[src/rtl/usr_pkg.sv]
// ---------------------------------------------------------------------------
// usr_pkg : shared types and defaults for the serial-to-parallel deserializer
// Revision 1.0 : initial release
// ---------------------------------------------------------------------------
`default_nettype none

package usr_pkg;

  localparam int USR_WIDTH_DEFAULT = 8;

  typedef enum logic [0:0] {
    ST_IDLE    = 1'b0,
    ST_COLLECT = 1'b1
  } usr_state_e;

endpackage : usr_pkg

`default_nettype wire

[src/rtl/usr_deser.sv]
// ---------------------------------------------------------------------------
// usr_deser : serial-to-parallel word assembler with hold register and overrun
// Revision 1.0 : initial release
// ---------------------------------------------------------------------------
`default_nettype none

module usr_deser
  import usr_pkg::*;
#(
  parameter int WIDTH = USR_WIDTH_DEFAULT
) (
  input  logic             clk,
  input  logic             rst_n,
  input  logic             sin,
  input  logic             sin_valid,
  input  logic             sin_first,
  input  logic             msb_first,
  input  logic             clr_ovr,
  output logic [WIDTH-1:0] q_out,
  output logic             q_valid,
  input  logic             q_ready,
  output logic             overrun,
  output logic             busy
);

  localparam int             CW     = $clog2(WIDTH + 1);
  localparam logic [CW-1:0]  c_last = CW'(WIDTH);

  usr_state_e       r_state, w_nxt_state;
  logic [CW-1:0]    r_cnt, w_nxt_cnt;
  logic [WIDTH-1:0] r_shreg, w_nxt_shreg;
  logic             r_order, w_nxt_order;
  logic [WIDTH-1:0] r_q_out, w_nxt_q_out;
  logic             r_q_valid, w_nxt_q_valid;
  logic             r_ovr, w_nxt_ovr;

  logic             w_start, w_take, w_ord, w_complete, w_load, w_drop;
  logic [WIDTH-1:0] w_base, w_shifted;
  logic [CW-1:0]    w_cnt_inc;

  always_ff @(posedge clk) begin
    if (!rst_n) begin
      r_state   <= ST_IDLE;
      r_cnt     <= '0;
      r_shreg   <= '0;
      r_order   <= 1'b1;
      r_q_out   <= '0;
      r_q_valid <= 1'b0;
      r_ovr     <= 1'b0;
    end else begin
      r_state   <= w_nxt_state;
      r_cnt     <= w_nxt_cnt;
      r_shreg   <= w_nxt_shreg;
      r_order   <= w_nxt_order;
      r_q_out   <= w_nxt_q_out;
      r_q_valid <= w_nxt_q_valid;
      r_ovr     <= w_nxt_ovr;
    end
  end

  always_comb begin
    w_nxt_state   = r_state;
    w_nxt_cnt     = r_cnt;
    w_nxt_shreg   = r_shreg;
    w_nxt_order   = r_order;
    w_complete    = 1'b0;

    // A first-bit marker restarts collection from any state with a clean register
    w_start   = sin_valid & sin_first;
    w_take    = w_start | (sin_valid & (r_state == ST_COLLECT));
    w_ord     = w_start ? msb_first : r_order;
    w_base    = w_start ? '0 : r_shreg;
    w_shifted = w_ord ? {w_base[WIDTH-2:0], sin} : {sin, w_base[WIDTH-1:1]};
    w_cnt_inc = w_start ? CW'(1) : r_cnt + CW'(1);

    if (w_take) begin
      w_nxt_order = w_ord;
      w_nxt_shreg = w_shifted;
      if (w_cnt_inc == c_last) begin
        w_complete  = 1'b1;
        w_nxt_state = ST_IDLE;
        w_nxt_cnt   = '0;
      end else begin
        w_nxt_state = ST_COLLECT;
        w_nxt_cnt   = w_cnt_inc;
      end
    end

    // A completed word is only dropped when the held word is not being consumed
    w_load = w_complete & (~r_q_valid | q_ready);
    w_drop = w_complete & r_q_valid & ~q_ready;

    w_nxt_q_out   = w_load ? w_shifted : r_q_out;
    w_nxt_q_valid = w_load ? 1'b1 : ((r_q_valid & q_ready) ? 1'b0 : r_q_valid);
    w_nxt_ovr     = w_drop ? 1'b1 : (clr_ovr ? 1'b0 : r_ovr);
  end

  assign q_out   = r_q_out;
  assign q_valid = r_q_valid;
  assign overrun = r_ovr;
  assign busy    = (r_state == ST_COLLECT);

endmodule : usr_deser

`default_nettype wire

[config.mk]
export PLATFORM = sky130hd
export DESIGN_NAME = usr_deser
export DESIGN_NICKNAME = d
export VERILOG_FILES = /design/src/rtl/usr_pkg.sv /design/src/rtl/usr_deser.sv
export SDC_FILE = /design/constraint.sdc
export NUM_CORES = 1
export LEC_CHECK = 0
export CORE_UTILIZATION = 23
export CTS_CLUSTER_SIZE = 16
export DETAILED_ROUTE_END_ITERATION = 7
export GPL_TIMING_DRIVEN = 1
export HOLD_SLACK_MARGIN = 0.05
export PLACE_DENSITY = 0.48
export SLEW_MARGIN = 20
export SYNTH_ARGS = -nofsm -noshare
export SYNTH_HDL_FRONTEND = slang
export SYNTH_SLANG_ARGS = --single-unit
[constraint.sdc]
create_clock -name clk -period 3.95 [get_ports clk]
set_input_delay 0.395 -clock clk [delete_from_list [all_inputs] [get_ports clk]]
set_output_delay 0.395 -clock clk [all_outputs]
set_load 0.02 [all_outputs]
==> results of run 1 <==
## per-stage QoR
stage,std cells,setup WS [ns],cell area [um2],power (mW)
floorplan,141,2.007,1171,0.2853
global placement,216,1.833,1390,0.3001
detailed placement,216,1.810,1390,0.3002
CTS,219,1.910,1431,0.4425
global route,219,1.830,1426,0.4595
finish,219,1.903,1426,0.4348
## power groups by stage
stage          sequential (mW)  clock (mW)  combinational, mW
2_1_floorplan            0.255           0             0.0301
3_3_place_gp             0.258           0             0.0423
3_5_place_dp             0.258           0             0.0426
4_1_cts                  0.252       0.148             0.0427
5_1_grt                  0.253       0.159             0.0480
6_report                 0.252       0.141             0.0417
## cell type report
class	count	area (um2)	share of cell area [%]
multi-input combinational	106	641.9	45.00
sequential	24	480.5	33.68
timing repair buffer	18	175.2	12.28
tap	67	83.83	5.877
inverter	1	3.754	0.2632
clock buffer	3	41.29	2.895
## sequential cells by signal (all words and copies together), names as in the netlist
register	flops
q_out	8
q_valid	1
busy	1
r_order	1
r_cnt	4
r_shreg	8
overrun	1
## final timing paths
path | start | endpoint | slack [ns] | cells past startpoint
max | r_cnt[0] | q_out[2] | 1.90 | 5
min | q_out[3] | q_out[3] | 0.46 | 2
max reg2reg | r_cnt[0] | q_out[2] | 1.90 | 5
min reg2reg | q_out[3] | q_out[3] | 0.46 | 2
## cell usage in the layout (no fill, tap or decap), drive strengths merged, types with 2 or more instances in the layout
cell / count
a21boi: 8
and2: 2
nor3: 3
nand4: 2
mux2i: 14
o21ai: 6
clkbuf: 3
a21oi: 2
dfxtp: 24
nand2: 35
nand3b: 3
nor2: 10
xor2: 2
nand3: 2
clkdlybuf4s50: 17
o21a: 2
nor3b: 3
nor2b: 2
## metal layers
metal	vias up	share of wire (%)	GRT usage, %	wire length [um]
met1	463	48	13.18	1166
met3	2	1.8	1.646	44
met4	0	1.4	5.128	34
met2	8	49	17.59	1199
met5	-	0	0	0
li1	500	-	-	-
## critical path, stage by stage (launching register included)
cell and delay (ns):
dfxtp_1 0.37, ha_1 0.25, xor2_1 0.17, or3b_4 0.39, or4_4 0.60, mux2i_1 0.16
## logic make-up (layout without fill, tap and decap cells)
group                      count (synthesis)  count (layout)
AOI/OAI and AO/OA                         22              22
xor gates and xnor gates                   2               2
adders and majority gates                  1               1
DFF                                       24              24
and+or+nand+nor                           67              67
buffers and inverters                     11              22
muxes                                     14              14
==> flow_metrics.py, run 1 <==
metrics = {
    "yosys": {
        "synth-xor-area-share_pct": 1.496,
        "synth.largest_area_cell": "dfxtp_1",
        "yosys-mux-area-fraction_pct": 11.97,
        "yosysSeqAreaShare_pct": 41.03,
        "synthTopCellsByCount": "nand2_1 (35), dfxtp_1 (24), mux2i_1 (14)",
        "syn_inst": 141,
        "synth_seq_cells": 24,
        "synthAdderAreaFrac_pct": 1.068,
        "async_reset_ff_share_pct": 0,
        "synth_simple_gate_area_share_pct": 27.35,
        "synth_compound_area_share_pct": 12.93,
        "yosysWarnings": 0,
        "avgSynthCellArea_um2": 8.306,
        "synth_top_family_by_area": "simple AND/OR/NAND/NOR gates",
        "syn-num-nets": 150,
        "synth_top_area_share_pct": 41.03,
        "synth_edf_count": 0,
        "ys.flop_type": "dfxtp_1",
        "ys_top_cells_by_area": "dfxtp_1 (41%), mux2i_1 (12%), nand2_1 (11%), a21boi_0 (5.1%), nor2_1 (3.2%)",
        "yosysMostFrequentCell": "nand2_1",
        "ys_types": 30,
        "syn_area_um2": 1171,
    },
    "detailed_routing": {
        "drc": 0,
        "drtIter0Drc": 30,
        "wl_per_cell_um": 11.16,
        "drt-total-wl_um": 2443,
        "antenna_left": 0,
        "vias": 973,
        "vias_per_cell": 4.443,
        "dr.pass1.iters": 4,
    },
    "pwr": {
        "leakagePower_nw": 0.5729,
        "peakVddDrop_v": 0.00009629,
        "power_density_nw_per_um2": 304.8,
        "switchingPower_uw": 101.7,
        "swShare_pct": 23.40,
        "power_frac_comb_pct": 9.6,
        "pwr-share-clk_pct": 32.4,
        "power_frac_seq_pct": 58.0,
        "cellInternalPower_uw": 333.1,
    },
    "worst_setup_path": {
        "critPathArrivalTime_ns": 2.19,
        "crit_type": "flop to flop",
        "cp-start-kind": "flop",
        "cp-end-kind": "flop",
        "cp.required_ns": 4.10,
        "crit_fanout": 8,
    },
    "timing": {
        "min_period_ns": 2.047,
        "timing.slew.headroom_pct": 50.59,
        "max_freq_ghz": 0.4886,
        "min_period_over_period_pct": 51.81,
        "rsz0062_at_grt": "no",
        "fin_hold_ws_ns": 0.4567,
        "finalHoldViolCount": 0,
        "skew_ns": 0.006703,
        "setup_violations": 0,
        "final.setup.tns_ns": 0,
        "maxSlewViolCount": 0,
        "worst_slew_pin_slew_ns": 0.7362,
    },
    "clocking": {
        "cts_hold_buf": 0,
        "numCtsBuffers": 3,
        "clockBufferDepth": 2,
        "cts_max_level": 1,
        "clkSlewWorstSetupHoldPaths_ns": 0.08,
        "post_cts_buffers": 0,
        "clock_latency_ns": 0.26,
        "cts_resized": 0,
        "clock-root-buffer": "clkbuf_8",
        "cts_tree": "built",
        "cts_sinks": 24,
    },
    "grt": {
        "grt_max_degree": 35,
        "antenna_found_initial": 0,
        "track_usage_pct": 10.53,
        "grt_pass1_wl_um": 4353,
        "first_global_vias": 938,
        "grt_overflow": 0,
    },
    "floorplan": {
        "start_util_pct": 24.31,
        "die_area_um2": 5381,
        "die-width_um": 73.36,
        "core_area_um2": 4817,
        "rows": 25,
        "die_h_um": 73.36,
        "io_pins": 19,
    },
    "cells_and_area": {
        "finalCoreUtilization_pct": 29.61,
        "syn2layout_area_growth_pct": 21.80,
        "final_layout_size_suffix_gt1_share_pct": 5.263,
        "nets": 163,
        "nFillCells": 542,
        "num_antenna_cells": 0,
    },
    "placed_design": {
        "io_buffer_count": 18,
        "place_congestion": 0.7625,
        "dp_hpwl_um": 1815,
    },
    "min_path": {
        "hold_class": "flop to flop",
    },
    "job": {
        "maxCapViolations": 0,
    },
    "status": {
        "status": "completed",
    },
}
Power figures use the tool's default switching activity.
==> inputs of run 2 (changes only) <==
==> constraint.sdc (replaced) <==
create_clock -name clk -period 1.95 [get_ports clk]
set_input_delay 0.195 -clock clk [delete_from_list [all_inputs] [get_ports clk]]
set_output_delay 0.195 -clock clk [all_outputs]
set_load 0.02 [all_outputs]
==> run 2 against run 1 <==
  * Core utilization up 2.9 points
  * Fmax up 7.9%
  * Combinational power rose to 2.7 times the previous value
  * Clock-buffer cell count unchanged
  * Highest routed layer unchanged
  * Setup slack worse by 1.8 ns
  * Non-clock buffer count up 11
==> flow_metrics.py, run 2 (synthesis gave the netlist of run 1 again) <==
metrics = {
    "placed_design": {
        "place_congestion": 0.7781,
        "dp_hpwl_um": 2019,
        "io_buffer_count": 18,
        "placed_area_um2": 1450,
        "post-place-ws_ns": -0.01630,
        "dp_cells": 224,
    },
    "timing": {
        "min_period_over_period_pct": 97.23,
        "min_period_ns": 1.896,
        "final.setup.tns_ns": 0,
        "timing.slew.headroom_pct": 64.72,
        "finalHoldViolCount": 0,
        "skew_ns": 0.001510,
        "maxSlewViolCount": 0,
        "max_freq_ghz": 0.5274,
        "worst_slew_pin_slew_ns": 0.5275,
        "fin_hold_ws_ns": 0.4664,
        "setup_ws_ns": 0.05392,
        "setup_violations": 0,
    },
    "grt": {
        "grt_overflow": 0,
        "grt_pass1_wl_um": 4692,
        "track_usage_pct": 11.20,
        "antenna_found_initial": 0,
        "grt_max_degree": 20,
        "first_global_vias": 1058,
    },
    "clocking": {
        "numCtsBuffers": 3,
        "clock-root-buffer": "clkbuf_8",
        "cts_max_level": 1,
        "cts_hold_buf": 0,
        "clock_latency_ns": 0.26,
        "clockBufferDepth": 2,
        "cts_sinks": 24,
        "cts_tree": "built",
        "clkSlewWorstSetupHoldPaths_ns": 0.09,
    },
    "floorplan": {
        "io_pins": 19,
        "die_h_um": 73.36,
        "rows": 25,
        "die_area_um2": 5381,
        "start_util_pct": 24.31,
        "die-width_um": 73.36,
        "core_area_um2": 4817,
    },
    "worst_setup_path": {
        "cp-start-kind": "flop",
        "reg2reg_slack_ns": 0.05,
        "critPathArrivalTime_ns": 2.05,
        "crit_fanout": 8,
        "cp-end-kind": "flop",
        "cp.required_ns": 2.11,
        "crit_type": "flop to flop",
    },
    "cells_and_area": {
        "final_cell_mix": "nand2_1 (35), dfxtp_1 (22), clkdlybuf4s50_1 (18)",
        "finalCoreUtilization_pct": 32.52,
        "nets": 174,
        "stdcell_count": 231,
        "mostFrequentLayoutCell": "nand2_1",
        "final_layout_size_suffix_gt1_share_pct": 14.02,
        "num_antenna_cells": 0,
        "syn2layout_area_growth_pct": 33.76,
        "stdcell_area_um2": 1567,
    },
    "detailed_routing": {
        "drc": 0,
        "vias_per_cell": 4.502,
        "wl_per_cell_um": 11.99,
        "drt-total-wl_um": 2770,
        "dr.pass1.iters": 4,
        "vias": 1040,
        "drtIter0Drc": 58,
        "antenna_left": 0,
    },
    "pwr": {
        "leakagePower_nw": 0.6403,
        "power.total_mw": 1.061,
        "peakVddDrop_v": 0.0002309,
        "power_density_nw_per_um2": 677.4,
    },
    "job": {
        "maxCapViolations": 0,
    },
    "min_path": {
        "hold_class": "flop to flop",
    },
    "status": {
        "status": "completed",
    },
}
==> run 2: changes by cell type in the layout (fill, tap and decap cells not counted), sizes merged <==
cell / change
bufinv: +1
buf: +10
clkdlybuf4s50: +1
==> run 2: worst max-delay path: stages (launching register included) <==
cell and delay, ns:
dfxtp_2 0.35, ha_4 0.17, xor2_2 0.15, or3b_4 0.38, or4_4 0.58, mux2i_1 0.16
==> run 2: power by group <==
part | internal (mW) | switching [mW]
clock | 0.274 | 0.165
sequential | 0.499 | 0.00871
combinational | 0.0561 | 0.0575
total | 0.830 | 0.232
==> run 2: repair_timing <==
item,4_1_cts,5_1_grt
setup endpoints to repair,8,8
hold endpoints to repair,0,0
pin swaps,3,3
gates resized for setup,5,0
setup buffers,2,1
cloned,0,0
==> run 2: layout make-up <==
| type | instances | area [um2] |
|---|---|---|
| repair buffers | 29 | 262.8 |
| multi-input cells | 106 | 661.9 |
| flip-flops and latches | 24 | 483.0 |
| inverters | 1 | 3.754 |
| well taps | 67 | 83.83 |
| fillers | 500 | 3251 |
| clock buffers | 3 | 41.29 |
| clock inverters | 1 | 30.03 |
==> run 2: path summary, 6_finish.rpt <==
check / from / endpoint / depth (start not counted)
max: r_cnt[0] / q_out[5] / 5
min: q_out[0] / q_out[0] / 2
max reg2reg: r_cnt[0] / q_out[5] / 5
min reg2reg: q_out[0] / q_out[0] / 2
==> run 2: layer usage <==
metal  global-route usage, %  share of wire, %  vias up
li1                        -                 -      522
met1                   13.96                50      492
met2                   18.83                46       20
met3                   1.235               2.5        6
met4                   6.197               1.9        0
met5                       0                 0        -
==> inputs of run 3 (changes only) <==
--- a/config.mk
+++ b/config.mk
@@ -5,12 +5,14 @@
 export SDC_FILE = /design/constraint.sdc
 export NUM_CORES = 1
 export LEC_CHECK = 0
+export CELL_PAD_IN_SITES_DETAIL_PLACEMENT = 1
+export CELL_PAD_IN_SITES_GLOBAL_PLACEMENT = 1
 export CORE_UTILIZATION = 23
 export CTS_CLUSTER_SIZE = 16
 export DETAILED_ROUTE_END_ITERATION = 7
 export GPL_TIMING_DRIVEN = 1
 export HOLD_SLACK_MARGIN = 0.05
-export PLACE_DENSITY = 0.48
+export PLACE_DENSITY = 0.58
 export SLEW_MARGIN = 20
 export SYNTH_ARGS = -nofsm -noshare
 export SYNTH_HDL_FRONTEND = slang
==> run 3 against run 2 <==
  * Critical path depth is the same
  * Clock power shrank 21%
  * Non-clock buffer count shrank 2
  * Clock skew grew 0.0023 ns
  * First-iteration DRC count shrank 33%
  * Register-to-register slack is essentially flat
  * Via count shrank 0.29%
==> flow_metrics.py, run 3 (synthesis gave the netlist of run 1 again) <==
metrics = {
    "timing": {
        "min_period_ns": 1.910,
        "timing.slew.headroom_pct": 71.12,
        "worst_slew_pin_slew_ns": 0.4326,
        "min_period_over_period_pct": 97.95,
        "maxSlewViolCount": 0,
        "finalHoldViolCount": 0,
        "setup_violations": 0,
        "max_freq_ghz": 0.5236,
        "rsz0062_at_grt": "yes",
        "fin_hold_ws_ns": 0.4607,
        "skew_ns": 0.003837,
    },
    "pwr": {
        "power_density_nw_per_um2": 624.6,
        "swShare_pct": 23.89,
        "power_frac_seq_pct": 52.8,
        "peakVddDrop_v": 0.0002226,
        "power.total_uw": 966.7,
        "switchingPower_uw": 231.0,
        "cellInternalPower_uw": 735.7,
        "leakagePower_nw": 0.6280,
        "pwr-share-clk_pct": 35.8,
        "power_frac_comb_pct": 11.4,
    },
    "cells_and_area": {
        "regArea_um2": 483.0,
        "final_layout_size_suffix_gt1_share_pct": 12.96,
        "nets": 172,
        "syn2layout_area_growth_pct": 32.16,
        "multi_input_area_um2": 661.9,
        "final_cell_mix": "nand2_1 (35), dfxtp_1 (22), clkdlybuf4s50_1 (18)",
        "stdcell_area_um2": 1548,
        "mostFrequentLayoutCell": "nand2_1",
        "num_antenna_cells": 0,
        "nFillCells": 594,
    },
    "detailed_routing": {
        "routed-wl-met3_um": 66,
        "drc": 0,
        "vias": 1037,
        "drtIter0Drc": 39,
        "dr.pass1.iters": 4,
        "wl_met1_um": 1397,
        "routed.top_layer": "met4",
        "antenna_left": 0,
        "vias_per_cell": 4.528,
        "drt-total-wl_um": 2900,
        "wl_per_cell_um": 12.66,
        "met2_wirelength_um": 1379,
    },
    "clocking": {
        "cts_tree": "built",
        "clock_latency_ns": 0.27,
        "cts_max_level": 1,
        "cts_sinks": 24,
        "clockBufferDepth": 2,
        "cts_hold_buf": 0,
        "numCtsBuffers": 3,
        "clock-root-buffer": "clkbuf_8",
        "clkSlewWorstSetupHoldPaths_ns": 0.09,
    },
    "floorplan": {
        "die-width_um": 73.36,
        "core_area_um2": 4817,
        "io_pins": 19,
        "die_h_um": 73.36,
        "start_util_pct": 24.31,
        "die_area_um2": 5381,
        "rows": 25,
    },
    "worst_setup_path": {
        "critPathArrivalTime_ns": 2.07,
        "cp-start-kind": "flop",
        "cp.required_ns": 2.11,
        "crit_type": "flop to flop",
        "cp-end-kind": "flop",
        "crit_fanout": 8,
    },
    "job": {
        "maxCapViolations": 0,
    },
    "status": {
        "status": "completed",
    },
    "min_path": {
        "hold_class": "flop to flop",
    },
    "placed_design": {
        "placed_area_um2": 1463,
        "io_buffer_count": 18,
        "place_congestion": 0.7542,
        "dp_hpwl_um": 2127,
    },
    "grt": {
        "first_global_vias": 1010,
        "antenna_found_initial": 0,
        "grt_max_degree": 27,
        "grt_pass1_wl_um": 4719,
        "grt_overflow": 0,
        "track_usage_pct": 11.54,
    },
}
## run 3: cell count changes in the layout (fill, tap and decap cells not counted), sizes merged
| cell | before | now |
|---|---|---|
| buf | 11 | 9 |
| bufinv | 1 | 0 |
| clkbuf | 3 | 4 |
## run 3: area by class of cell
type | count | area share (%)
Clock buffer | 4 | 3.557
Inverter | 1 | 0.2425
Multi-Input combinational cell | 106 | 42.76
Sequential cell | 24 | 31.20
Tap cell | 67 | 5.416
Timing Repair Buffer | 27 | 16.81
## run 3: worst max-delay path, cell delays in order, from the launching register on
cell and delay, ns:
dfxtp_2 0.34, ha_4 0.17, xor2_2 0.15, or3b_4 0.39, or4_4 0.59, mux2i_1 0.16
## run 3: path summary, 6_finish.rpt
kind / from / end / slack (ns) / cells after the start
max: r_cnt[0] / q_out[2] / 0.04 / 5
min: q_out[1] / q_out[1] / 0.46 / 2
max reg2reg: r_cnt[0] / q_out[2] / 0.04 / 5
min reg2reg: q_out[1] / q_out[1] / 0.46 / 2
## run 3: per-stage QoR
stage	std cells	setup WS, ns	TNS (ns)	utilization, %
6_report	229	0.04005	0	32.13
3_3_place_gp	224	0.03375	0	30.36
3_5_place_dp	224	-0.01940	-0.06456	30.36
2_1_floorplan	141	0.007226	0	-
4_1_cts	229	-0.02672	-0.1090	32.13
5_1_grt	229	-0.03612	-0.08630	32.13
## run 3: repair_timing
action	CTS	global route
pin swaps	3	3
resized for setup	5	0
setup buffers	1	0
endpoints found under the hold margin	0	0
endpoints found under the setup margin	8	8
## run 3: power groups by stage
stage,clock network (mW),logic (mW),registers (mW)
after global placement,0,0.105,0.520
final,0.346,0.110,0.510
after floorplan,0,0.0610,0.517
after detailed placement,0,0.108,0.520
after CTS,0.357,0.111,0.510
after global routing,0.384,0.120,0.513
## run 3: metal layers
| layer | up-vias | global-route usage (%) |
|---|---|---|
| met2 | 14 | 19.03 |
| li1 | 521 | - |
| met1 | 497 | 14.93 |
| met5 | - | 0 |
| met4 | 0 | 5.128 |
| met3 | 5 | 1.646 |
